==> config.mk <==
export PLATFORM = sky130hd
export DESIGN_NAME = uart_rx_fifo
export DESIGN_NICKNAME = d
export VERILOG_FILES = /design/src/rtl/uart_pkg.sv /design/src/rtl/sync_fifo.sv /design/src/rtl/uart_rx_fifo.sv
export SDC_FILE = /design/constraint.sdc
export NUM_CORES = 1
export LEC_CHECK = 0
export ABC_AREA = 1
export CORE_MARGIN = 2
export CORE_UTILIZATION = 45
export CTS_CLUSTER_SIZE = 24
export DETAILED_ROUTE_END_ITERATION = 16
export PLACE_DENSITY = 0.73
export SLEW_MARGIN = 10
export SYNTH_ARGS = -nofsm -noshare
export SYNTH_HDL_FRONTEND = slang
export SYNTH_HIERARCHICAL = 1
export SYNTH_SLANG_ARGS = --single-unit
==> constraint.sdc <==
create_clock -name clk -period 4.22 [get_ports clk]
set_input_delay 1.266 -clock clk [delete_from_list [all_inputs] [get_ports clk]]
set_output_delay 1.266 -clock clk [all_outputs]
set_load 0.02 [all_outputs]
==> src/rtl/uart_pkg.sv <==
// Shared definitions for the UART receiver block.
//   PAR_NONE/PAR_ODD/PAR_EVEN : cfg_parity encodings (3 is reserved and decodes as none)
//   MIN_DIV                   : smallest clocks-per-bit the receiver will use
//   rx_state_e                : receiver FSM states
package uart_pkg;

    localparam logic [1:0] PAR_NONE = 2'd0;
    localparam logic [1:0] PAR_ODD  = 2'd1;
    localparam logic [1:0] PAR_EVEN = 2'd2;

    localparam int unsigned MIN_DIV = 4;

    typedef enum logic [2:0] {
        StIdle,
        StStart,
        StData,
        StParity,
        StStop,
        StPush
    } rx_state_e;

endpackage

==> src/rtl/sync_fifo.sv <==
// Single-clock FIFO with registered storage and wrap-bit pointers.
// Ports:
//   clk, reset      : clock, asynchronous active-high reset (empties the FIFO)
//   wr_en, wr_data  : write request and data; must only be asserted when !full or rd_en
//   rd_en           : pop the head entry; ignored when empty
//   rd_data         : head entry (undefined contents while empty)
//   full, empty     : occupancy flags
module sync_fifo #(
    parameter int unsigned WIDTH = 8,
    parameter int unsigned DEPTH = 16
) (
    input  logic             clk,
    input  logic             reset,
    input  logic             wr_en,
    input  logic [WIDTH-1:0] wr_data,
    input  logic             rd_en,
    output logic [WIDTH-1:0] rd_data,
    output logic             full,
    output logic             empty
);

    localparam int unsigned AW = (DEPTH > 1) ? $clog2(DEPTH) : 1;

    logic [WIDTH-1:0] mem_q [DEPTH];
    logic [AW:0]      wr_ptr_q, wr_ptr_d;
    logic [AW:0]      rd_ptr_q, rd_ptr_d;
    logic             do_rd;

    assign empty = (wr_ptr_q == rd_ptr_q);
    // Same index, opposite wrap bit: writer is one full lap ahead.
    assign full  = (wr_ptr_q[AW-1:0] == rd_ptr_q[AW-1:0]) && (wr_ptr_q[AW] != rd_ptr_q[AW]);
    assign do_rd = rd_en && !empty;

    assign rd_data = mem_q[rd_ptr_q[AW-1:0]];

    always_comb begin
        wr_ptr_d = wr_ptr_q;
        rd_ptr_d = rd_ptr_q;
        if (wr_en) wr_ptr_d = wr_ptr_q + 1'b1;
        if (do_rd) rd_ptr_d = rd_ptr_q + 1'b1;
    end

    always_ff @(posedge clk or posedge reset) begin
        if (reset) begin
            wr_ptr_q <= '0;
            rd_ptr_q <= '0;
        end else begin
            wr_ptr_q <= wr_ptr_d;
            rd_ptr_q <= rd_ptr_d;
        end
    end

    // When full with a simultaneous pop, this overwrites the slot being vacated.
    always_ff @(posedge clk) begin
        if (wr_en) mem_q[wr_ptr_q[AW-1:0]] <= wr_data;
    end

endmodule

==> src/rtl/uart_rx_fifo.sv <==
// UART receiver with configurable frame format, start-bit glitch rejection,
// per-character error flags and an output FIFO drained through valid/ready.
// Ports:
//   clk, reset         : clock, asynchronous active-high reset
//   rx                 : asynchronous serial input, idles high
//   cfg_div            : clocks per bit (values below MIN_DIV use MIN_DIV)
//   cfg_parity         : 0 none, 1 odd, 2 even, 3 none
//   cfg_stop2          : check two stop bits
//   out_valid/out_ready: output stream handshake, pop on valid && ready
//   out_data           : head character
//   out_frame_err      : head character had a stop bit sampled low
//   out_parity_err     : head character failed the parity check
//   overflow           : sticky, a character was dropped on a full FIFO
//   clr_overflow       : clears overflow (a simultaneous set wins)
//   busy               : receiver is inside a frame
module uart_rx_fifo #(
    parameter int unsigned DATA_BITS  = 8,
    parameter int unsigned FIFO_DEPTH = 16,
    parameter int unsigned DIV_W      = 16
) (
    input  logic                 clk,
    input  logic                 reset,
    input  logic                 rx,
    input  logic [DIV_W-1:0]     cfg_div,
    input  logic [1:0]           cfg_parity,
    input  logic                 cfg_stop2,
    output logic                 out_valid,
    input  logic                 out_ready,
    output logic [DATA_BITS-1:0] out_data,
    output logic                 out_frame_err,
    output logic                 out_parity_err,
    output logic                 overflow,
    input  logic                 clr_overflow,
    output logic                 busy
);

    import uart_pkg::*;

    localparam int unsigned  EW       = DATA_BITS + 2;
    localparam logic [3:0]   LAST_BIT = 4'(DATA_BITS - 1);
    localparam logic [DIV_W-1:0] DIV_MIN = DIV_W'(MIN_DIV);
    localparam logic [DIV_W-1:0] DIV_ONE = DIV_W'(1);

    rx_state_e              state_q, state_d;
    logic                   rx_meta_q, rx_s_q, rx_d_q;
    logic [DIV_W-1:0]       cnt_q, cnt_d;
    logic [DIV_W-1:0]       div_q, div_d;
    logic [1:0]             par_q, par_d;
    logic                   stop2_q, stop2_d;
    logic [3:0]             bit_cnt_q, bit_cnt_d;
    logic                   stop_cnt_q, stop_cnt_d;
    logic [DATA_BITS-1:0]   shift_q, shift_d;
    logic                   par_err_q, par_err_d;
    logic                   frame_err_q, frame_err_d;
    logic                   overflow_q, overflow_d;

    logic                   fall, sample, par_en, par_xor, push;
    logic                   fifo_full, fifo_empty, fifo_wr, pop;
    logic [EW-1:0]          fifo_rd_data;

    assign fall    = rx_d_q && !rx_s_q;
    assign par_en  = (par_q == PAR_ODD) || (par_q == PAR_EVEN);
    assign par_xor = (^shift_q) ^ rx_s_q;

    always_comb begin
        sample = 1'b0;
        if (state_q == StStart) begin
            sample = (cnt_q == (div_q >> 1) - DIV_ONE);
        end else if (state_q == StData || state_q == StParity || state_q == StStop) begin
            sample = (cnt_q == div_q - DIV_ONE);
        end
    end

    always_comb begin
        state_d     = state_q;
        cnt_d       = cnt_q + DIV_ONE;
        div_d       = div_q;
        par_d       = par_q;
        stop2_d     = stop2_q;
        bit_cnt_d   = bit_cnt_q;
        stop_cnt_d  = stop_cnt_q;
        shift_d     = shift_q;
        par_err_d   = par_err_q;
        frame_err_d = frame_err_q;
        push        = 1'b0;

        unique case (state_q)
            StIdle: begin
                if (fall) begin
                    state_d     = StStart;
                    div_d       = (cfg_div < DIV_MIN) ? DIV_MIN : cfg_div;
                    par_d       = cfg_parity;
                    stop2_d     = cfg_stop2;
                    bit_cnt_d   = '0;
                    stop_cnt_d  = 1'b0;
                    par_err_d   = 1'b0;
                    frame_err_d = 1'b0;
                end
            end
            StStart: begin
                // A start bit that is already high again at mid-bit was a glitch.
                if (sample) state_d = rx_s_q ? StIdle : StData;
            end
            StData: begin
                if (sample) begin
                    shift_d   = {rx_s_q, shift_q[DATA_BITS-1:1]};
                    bit_cnt_d = bit_cnt_q + 4'd1;
                    if (bit_cnt_q == LAST_BIT) state_d = par_en ? StParity : StStop;
                end
            end
            StParity: begin
                if (sample) begin
                    par_err_d = (par_q == PAR_ODD) ? !par_xor : par_xor;
                    state_d   = StStop;
                end
            end
            StStop: begin
                if (sample) begin
                    frame_err_d = frame_err_q | !rx_s_q;
                    if (!stop2_q || stop_cnt_q) state_d = StPush;
                    else stop_cnt_d = 1'b1;
                end
            end
            StPush: begin
                push    = 1'b1;
                state_d = StIdle;
            end
            default: state_d = StIdle;
        endcase

        if (state_q == StIdle || sample || state_d != state_q) cnt_d = '0;
    end

    always_ff @(posedge clk or posedge reset) begin
        if (reset) begin
            state_q     <= StIdle;
            rx_meta_q   <= 1'b1;
            rx_s_q      <= 1'b1;
            rx_d_q      <= 1'b1;
            cnt_q       <= '0;
            div_q       <= DIV_MIN;
            par_q       <= PAR_NONE;
            stop2_q     <= 1'b0;
            bit_cnt_q   <= '0;
            stop_cnt_q  <= 1'b0;
            shift_q     <= '0;
            par_err_q   <= 1'b0;
            frame_err_q <= 1'b0;
            overflow_q  <= 1'b0;
        end else begin
            state_q     <= state_d;
            rx_meta_q   <= rx;
            rx_s_q      <= rx_meta_q;
            rx_d_q      <= rx_s_q;
            cnt_q       <= cnt_d;
            div_q       <= div_d;
            par_q       <= par_d;
            stop2_q     <= stop2_d;
            bit_cnt_q   <= bit_cnt_d;
            stop_cnt_q  <= stop_cnt_d;
            shift_q     <= shift_d;
            par_err_q   <= par_err_d;
            frame_err_q <= frame_err_d;
            overflow_q  <= overflow_d;
        end
    end

    // A full FIFO still accepts the write if the head leaves in the same cycle.
    assign pop        = out_valid && out_ready;
    assign fifo_wr    = push && (!fifo_full || pop);
    assign overflow_d = (push && fifo_full && !pop) ? 1'b1 :
                        (clr_overflow ? 1'b0 : overflow_q);

    sync_fifo #(
        .WIDTH (EW),
        .DEPTH (FIFO_DEPTH)
    ) u_fifo (
        .clk     (clk),
        .reset   (reset),
        .wr_en   (fifo_wr),
        .wr_data ({par_err_q, frame_err_q, shift_q}),
        .rd_en   (pop),
        .rd_data (fifo_rd_data),
        .full    (fifo_full),
        .empty   (fifo_empty)
    );

    // Outputs read as zero while empty so stale storage never shows.
    assign out_valid      = !fifo_empty;
    assign out_data       = fifo_empty ? '0 : fifo_rd_data[DATA_BITS-1:0];
    assign out_frame_err  = !fifo_empty && fifo_rd_data[DATA_BITS];
    assign out_parity_err = !fifo_empty && fifo_rd_data[DATA_BITS+1];
    assign overflow       = overflow_q;
    assign busy           = (state_q != StIdle);

endmodule
==> results.txt, run 1 <==
----------------------------------------------------
[Critical path]
  Critical Path Sink ... out_data[4]
  CP cell instances ... inv_1, nand2_1, nand2_1, nor2_2, nand3_4, inv_1, nor2_1, clkdlybuf4s50_1
  CP startpoint kind ... flop
  Largest fanout of any net on the critical path ... 12
  Critical setup path kind ... flop to output port
  Worst r2r dst ... u_fifo/mem_q[14][9]
  Critical Path Start ... u_fifo/rd_ptr_q[2]
  Number of logic stages on the critical path including buffering ... 8
  Startpoint of the worst register-to-register path ... u_fifo/rd_ptr_q[1]
  Required time of the worst setup path ... between 2 and 3 ns
  Slowest stage cell, crit path ... clkdlybuf4s50_1
  Data arrival time of the critical path ... between 2 and 3 ns
  Buffers and inverters on the worst path ... 3
  Register-to-register setup slack ... just over 1 ns
  R2R depth ... 14
  Gate family responsible for the most delay along the worst path ... buffers and inverters
  Endpoint kind of the worst setup timing path ... output port
  Delay of the slowest critical-path stage ... between 0.5 and 0.6 ns

[GRT]
  Wire length of the first global-routing pass ... slightly above 40 mm
  Antenna violations before repair ... 0
  Pin count of the biggest net entering global routing ... 59
  Total congestion overflow ... 0
  Total global routing track utilization ... about a fifth
  Number of global-route vias before repair ... 8081

[Cells and area]
  Area growth from synthesis to layout ... 13.57%
  Most frequent cells in the layout ... nand2_1, nor2_1, edfxtp_1
  Number of nets in the layout ... 1288
  Most common cell after layout, fill and taps aside ... nand2_1
  Layout cells sized above 1 ... under 10%
  Core Util, Final ... between 50% and 60%
  Fill cells ... 2185
  Antenna Diode Count ... 0

[Synth]
  Synth Cell Area ... 11140 um^2
  Number of synthesis warnings ... 6
  Total nets after synthesis ... 1240
  Synthesized area per cell ... between 9 and 10 um^2
  Most used flip-flop cell after synthesis ... edfxtp_1
  Number of enable-type register cells in the synthesized netlist ... between 150 and 200
  Async set-reset flop share out of synthesis ... between 20 and 30%
  Synth Register Bits ... 227
  Share of the yosys chip area belonging to registers ... 58.25%
  Synth Instances ... about 1200
  Distinct cells, synth ... 36

[Clocking]
  Maximum root-to-sink buffer count ... 3
  Post-CTS Setup Bufs ... 0
  CTS Hold Bufs ... 0
  Clk root buf ... clkbuf_16
  CTS Sinks ... roughly 230
  Post-CTS clock slew at the launch and capture registers of the worst setup and hold paths ... about 0.06 ns
  Worst-skew pair later-pin latency ... around 0.52 ns
  Number of H-tree levels ... 1
  Post-cts repair resize count ... 0
  Clock tree from TritonCTS ... built
  CTS buffer count ... 24

[Status]
  Run status ... finished clean

[Route]
  First-pass DRT Iterations ... 5
  Routed via count divided by cell count ... 5.138
  Total vias in the final route ... about 8200
  DRC errors left ... 0
  Final ANT Viol Nets ... 0
  Starting DRC count in detailed routing ... around 650
  Total detailed-routing wirelength ... approximately 25 mm
  Post-DR wirelength/cell ... 15.93 um

[Place]
  Number of input and output port buffers inserted ... 36
  Routability cong. ... 0.8756
  HPWL after DPL ... between 15 and 20 mm

[Flow run]
  Maximum capacitance violations ... 0

[Timing]
  Upper clock frequency limit ... 247.7 MHz
  Max Transition Viols Final ... 0
  Final setup TNS ... 0 ns
  Worst clock skew on the final layout ... just under 0.01 ns
  Final-layout worst hold slack ... between 0.3 and 0.4 ns
  Share of the cycle needed by the critical path after routing ... a little over nine tenths
  Period minus WS final ... just over 4 ns
  Transition time at the pin with the least slew margin ... 0.8532 ns
  Final setup violation count ... 0
  Slew headroom ... ~43%
  Fin. Hold Viols ... 0

[Hold path]
  Kind of path behind the tightest hold check ... flop to flop

[Pwr]
  Total chip power ... ~8 mW
  Leakage ... ~5.4 nW
  Peak ir drop on the vdd network ... ~390 uV
  Power per unit of standard cell area ... about 600 nW/um^2

[Floorplan]
  Core Footprint ... approximately 24000 um^2
  Chip Width ... roughly 160 um
  Vert. Die Dim ... 161.3 um
  Die area ... between 20000 and 30000 um^2
  # IOs ... 37
  Initial standard-cell utilization of the core ... 45.79%
  Rows ... 57

----------------------------------------------------
power by group:
| group | internal (mW) | total [mW] | leakage, nW | switching (mW) |
|---|---|---|---|---|
| Sequential | 2.51 | 2.72 | 2.52 | 0.209 |
| Combinational | 1.07 | 3.03 | 2.55 | 1.96 |
| Clock | 1.20 | 2.04 | 0.370 | 0.838 |
metrics by stage:
stage | setup slack (ns) | instances | area [um^2]
after floorplan | 0.9314 | 1205 | 11140
after global placement | 0.7969 | 1551 | 11880
after detailed placement | 0.7180 | 1551 | 11880
after CTS | 0.1424 | 1594 | 12640
after global routing | -0.0007148 | 1594 | 12650
final | 0.1836 | 1594 | 12650
layout make-up:
type                       instances  area [um^2]  share of cell area (%)
sequential                       227         6487                   51.30
timing repair buffer              65        601.8                   4.759
clock buffer                      30        644.4                   5.095
inverter                          94        352.8                   2.790
multi-input combinational        841         4041                   31.95
tap                              324        405.4                   3.205
clock inverter                    13        113.9                  0.9003
registers in the layout (all words and copies together), names as in the netlist:
register / cells
div_q: 16
stop2_q: 1
rx_d_q: 1
frame_err_q: 1
rx_meta_q: 1
par_q: 2
u_fifo/mem_q: 160
u_fifo/rd_ptr_q: 5
overflow: 1
stop_cnt_q: 1
u_fifo/wr_ptr_q: 5
rx_s_q: 1
shift_q: 8
state_q: 3
par_err_q: 1
cnt_q: 16
bit_cnt_q: 4
worst register-to-register path, delay by kind of cell (launching register included):
family        cells  cell delay (ns)
buf+inv           5             1.25
simple gates      9             1.26
flops             1             0.40
logic make-up after synthesis:
kind of cell / after synthesis / share of synthesized area [%]
AND/OR/NAND/NOR: 669 / 25.69
flip-flops: 227 / 58.25
buffers and inverters: 137 / 5.461
AO/OA/AOI/OAI: 99 / 4.494
XOR/XNOR: 62 / 4.876
adder cells (fa/ha/maj): 11 / 1.236
worst min path at each step:
stage	startpoint	endpoint	slack (ns)	cells past startpoint
2_1_floorplan	rx_meta_q	rx_s_q	0.35	0
5_1_grt	rx_meta_q	rx_s_q	0.36	0
3_5_place_dp	rx_meta_q	rx_s_q	0.35	0
4_1_cts	rx_meta_q	rx_s_q	0.36	0
6_report	rx_meta_q	rx_s_q	0.36	0
3_3_place_gp	rx_meta_q	rx_s_q	0.35	0
routing by layer:
| layer | track usage [%] | routed length [um] | vias up | share of wire, % |
|---|---|---|---|---|
| met5 | 0 | 0 | - | 0 |
| met4 | 6.169 | 760 | 0 | 3.0 |
| met3 | 2.594 | 1451 | 55 | 5.7 |
| met2 | 35.30 | 12750 | 242 | 50 |
| met1 | 25.53 | 10420 | 3875 | 41 |
| li1 | - | - | 4018 | - |
synth_stat cells (all sizes together), types with 11 or more instances:
library cell / number / area, um^2
edfxtp: 160 / 4805
ha: 11 / 137.6
buf: 26 / 188.9
inv: 92 / 345.3
xor2: 40 / 350.3
nand3: 74 / 402.9
dfrtp: 63 / 1577
nand4: 18 / 127.6
clkbuf: 17 / 66.31
xnor2: 22 / 192.7
nand2: 345 / 1320
nor2: 215 / 899.6
o21ai: 92 / 460.4
Note: power is estimated with default switching activity, not from simulation.
==> inputs of run 2 (changes only) <==
--- a/config.mk
+++ b/config.mk
@@ -7,10 +7,10 @@
 export LEC_CHECK = 0
 export ABC_AREA = 1
 export CORE_MARGIN = 2
-export CORE_UTILIZATION = 45
+export CORE_UTILIZATION = 49
 export CTS_CLUSTER_SIZE = 24
 export DETAILED_ROUTE_END_ITERATION = 16
-export PLACE_DENSITY = 0.73
+export PLACE_DENSITY = 0.77
 export SLEW_MARGIN = 10
 export SYNTH_ARGS = -nofsm -noshare
 export SYNTH_HDL_FRONTEND = slang
==> results.txt, run 2 (synthesized netlist as in run 1, its figures left out) <==
----------------------------------------------------
[Pwr]
  Power per unit of standard cell area ... roughly 610 nW/um^2
  Comb pwr share ... about two fifths
  Sw frac ... about two fifths
  Internal power summed over all cells ... between 4 and 5 mW
  Net switching power ... 3.015 mW
  Sequential Power Share ... 35.2%
  Peak ir drop on the vdd network ... approximately 350 uV
  Leakage ... between 5 and 6 nW
  Total chip power ... between 7 and 8 mW
  Part of the total power dissipated in the clock network ... between 20% and 30%

[Critical path]
  Data arrival time of the critical path ... approximately 2.7 ns
  Required time of the worst setup path ... 2.95 ns
  Endpoint kind of the worst setup timing path ... output port
  R2R depth ... 15
  Startpoint of the worst register-to-register path ... u_fifo/rd_ptr_q[1]
  CP startpoint kind ... flop
  Critical setup path kind ... flop to output port
  Worst r2r dst ... u_fifo/mem_q[15][8]
  Largest fanout of any net on the critical path ... 29
  Register-to-register setup slack ... approximately 1.1 ns

[Route]
  DRC errors left ... 0
  Total detailed-routing wirelength ... between 20 and 25 mm
  Total vias in the final route ... between 8000 and 9000
  Starting DRC count in detailed routing ... about 610
  Post-DR wirelength/cell ... between 15 and 20 um
  Final ANT Viol Nets ... 0
  First-pass DRT Iterations ... 5
  Routed via count divided by cell count ... approximately 5.2

[Timing]
  Final setup violation count ... 0
  Max Transition Viols Final ... 0
  Worst clock skew on the final layout ... between 0.015 and 0.02 ns
  Setup repair after global routing missed its margin ... false
  Upper clock frequency limit ... between 200 and 300 MHz
  Fin. Hold Viols ... 0
  Share of the cycle needed by the critical path after routing ... between 90% and 100%
  Period minus WS final ... 3.987 ns
  Transition time at the pin with the least slew margin ... ~0.80 ns
  Slew headroom ... 46.78%
  Final setup TNS ... 0 ns

[Clocking]
  Worst-skew pair later-pin latency ... between 0.5 and 0.6 ns
  Clock tree from TritonCTS ... built
  CTS buffer count ... 24
  CTS Sinks ... around 230
  Maximum root-to-sink buffer count ... 3
  Post-CTS Setup Bufs ... 0
  Clk root buf ... clkbuf_16
  Number of H-tree levels ... 1
  Post-CTS clock slew at the launch and capture registers of the worst setup and hold paths ... approximately 0.060 ns

[GRT]
  Wire length of the first global-routing pass ... 40.08 mm
  Total global routing track utilization ... a little over a fifth
  Antenna violations before repair ... 0
  Number of global-route vias before repair ... 7834
  Pin count of the biggest net entering global routing ... 85
  Total congestion overflow ... 0

[Floorplan]
  Rows ... 55
  # IOs ... 37
  Initial standard-cell utilization of the core ... approximately half
  Vert. Die Dim ... between 150 and 200 um
  Die area ... between 20000 and 25000 um^2
  Core Footprint ... roughly 23000 um^2
  Chip Width ... 154.8 um

[Cells and area]
  Number of standard cells in the layout, taps in and fillers out ... between 1500 and 2000
  Fill cells ... 1937
  Area growth from synthesis to layout ... 12.79%
  Antenna Diode Count ... 0
  Most frequent cells in the layout ... nand2_1, nor2_1, edfxtp_1
  Most common cell after layout, fill and taps aside ... nand2_1
  Number of nets in the layout ... 1288
  Flip-flop count of the largest register, all copies and words added ... 160
  Layout cells sized above 1 ... slightly above 9%

[Place]
  Routability cong. ... just over 0.9
  HPWL after DPL ... 16.34 mm
  Number of input and output port buffers inserted ... 36
  Number of placed instances with taps included ... 1512

[Hold path]
  Cell depth of the worst min-delay path ... 0
  Kind of path behind the tightest hold check ... flop to flop
  Hold Startpoint ... rx_meta_q
  Worst hold endpoint ... rx_s_q

[Status]
  Run status ... finished clean

[Flow run]
  Maximum capacitance violations ... 0

----------------------------------------------------
==> run 2: cell types whose count changed in the layout (fill, tap and decap cells not counted), sizes merged <==
| cell | change |
|---|---|
| bufinv | -1 |
| clkbuf | -3 |
| clkinv | +4 |
| clkinvlp | +1 |
| inv | -1 |
==> run 2: final cells by class <==
| class | count | area [um^2] | share of cell area (%) |
|---|---|---|---|
| clock buffers | 27 | 611.8 | 4.872 |
| clock inverters | 16 | 112.6 | 0.8966 |
| inverters | 94 | 355.3 | 2.829 |
| multi-input cells | 841 | 4041 | 32.18 |
| flip-flops and latches | 227 | 6487 | 51.65 |
| well taps | 285 | 356.6 | 2.839 |
| repair buffers | 65 | 594.3 | 4.732 |
==> run 2: worst max path at each step <==
| stage | startpoint | to | slack, ns | cells after the start |
|---|---|---|---|---|
| finish | u_fifo/rd_ptr_q[0] | out_data[0] | 0.23 | 12 |
| detailed placement | u_fifo/rd_ptr_q[1] | out_frame_err | 0.58 | 9 |
| CTS | u_fifo/rd_ptr_q[1] | out_frame_err | 0.01 | 9 |
| global route | u_fifo/rd_ptr_q[1] | out_data[1] | 0.04 | 9 |
| floorplan | out_ready | u_fifo/mem_q[7][0] | 0.93 | 7 |
| global placement | u_fifo/rd_ptr_q[1] | out_data[4] | 0.62 | 9 |
==> run 2: power groups by stage <==
stage	combinational [mW]	clock (mW)	sequential (mW)
finish	3.03	1.96	2.71
global route	3.41	2.07	2.73
CTS	3.02	1.99	2.70
detailed placement	3.00	0	2.75
global placement	2.95	0	2.74
floorplan	2.30	0	2.69
==> run 2: timing repair <==
action	CTS	global route
gates resized for setup	0	3
endpoints found under the setup margin	0	11
hold buffers	0	0
==> run 2: layer usage <==
metal / up-vias / GRT usage (%) / wire length [um]
met2: 290 / 36.54 / 11940
li1: 4020 / - / -
met3: 49 / 2.326 / 1489
met5: - / 0 / 0
met4: 0 / 5.908 / 644
met1: 3798 / 28.25 / 10610
==> run 2: metrics by stage <==
step / setup WS, ns / hold WS (ns) / cell area, um^2 / utilization (%)
6_report: 0.2327 / 0.3553 / 12560 / 55.81
5_1_grt: 0.03719 / 0.3598 / 12560 / 55.81
4_1_cts: 0.01355 / 0.3552 / 12550 / 55.79
3_5_place_dp: 0.5778 / 0.3468 / 11830 / 52.57
3_3_place_gp: 0.6215 / 0.3460 / 11830 / 52.57
2_1_floorplan: 0.9314 / 0.3452 / 11140 / -
==> run 2: critical path, stage by stage (launching register included) <==
cell	delay, ns
dfrtp_2	0.42
inv_2	0.06
buf_4	0.30
buf_6	0.25
o21ai_0	0.12
nand2_1	0.08
nand2_1	0.05
nand2_1	0.05
inv_1	0.05
nand2_1	0.07
inv_1	0.04
nor2_1	0.08
clkdlybuf4s50_1	0.61
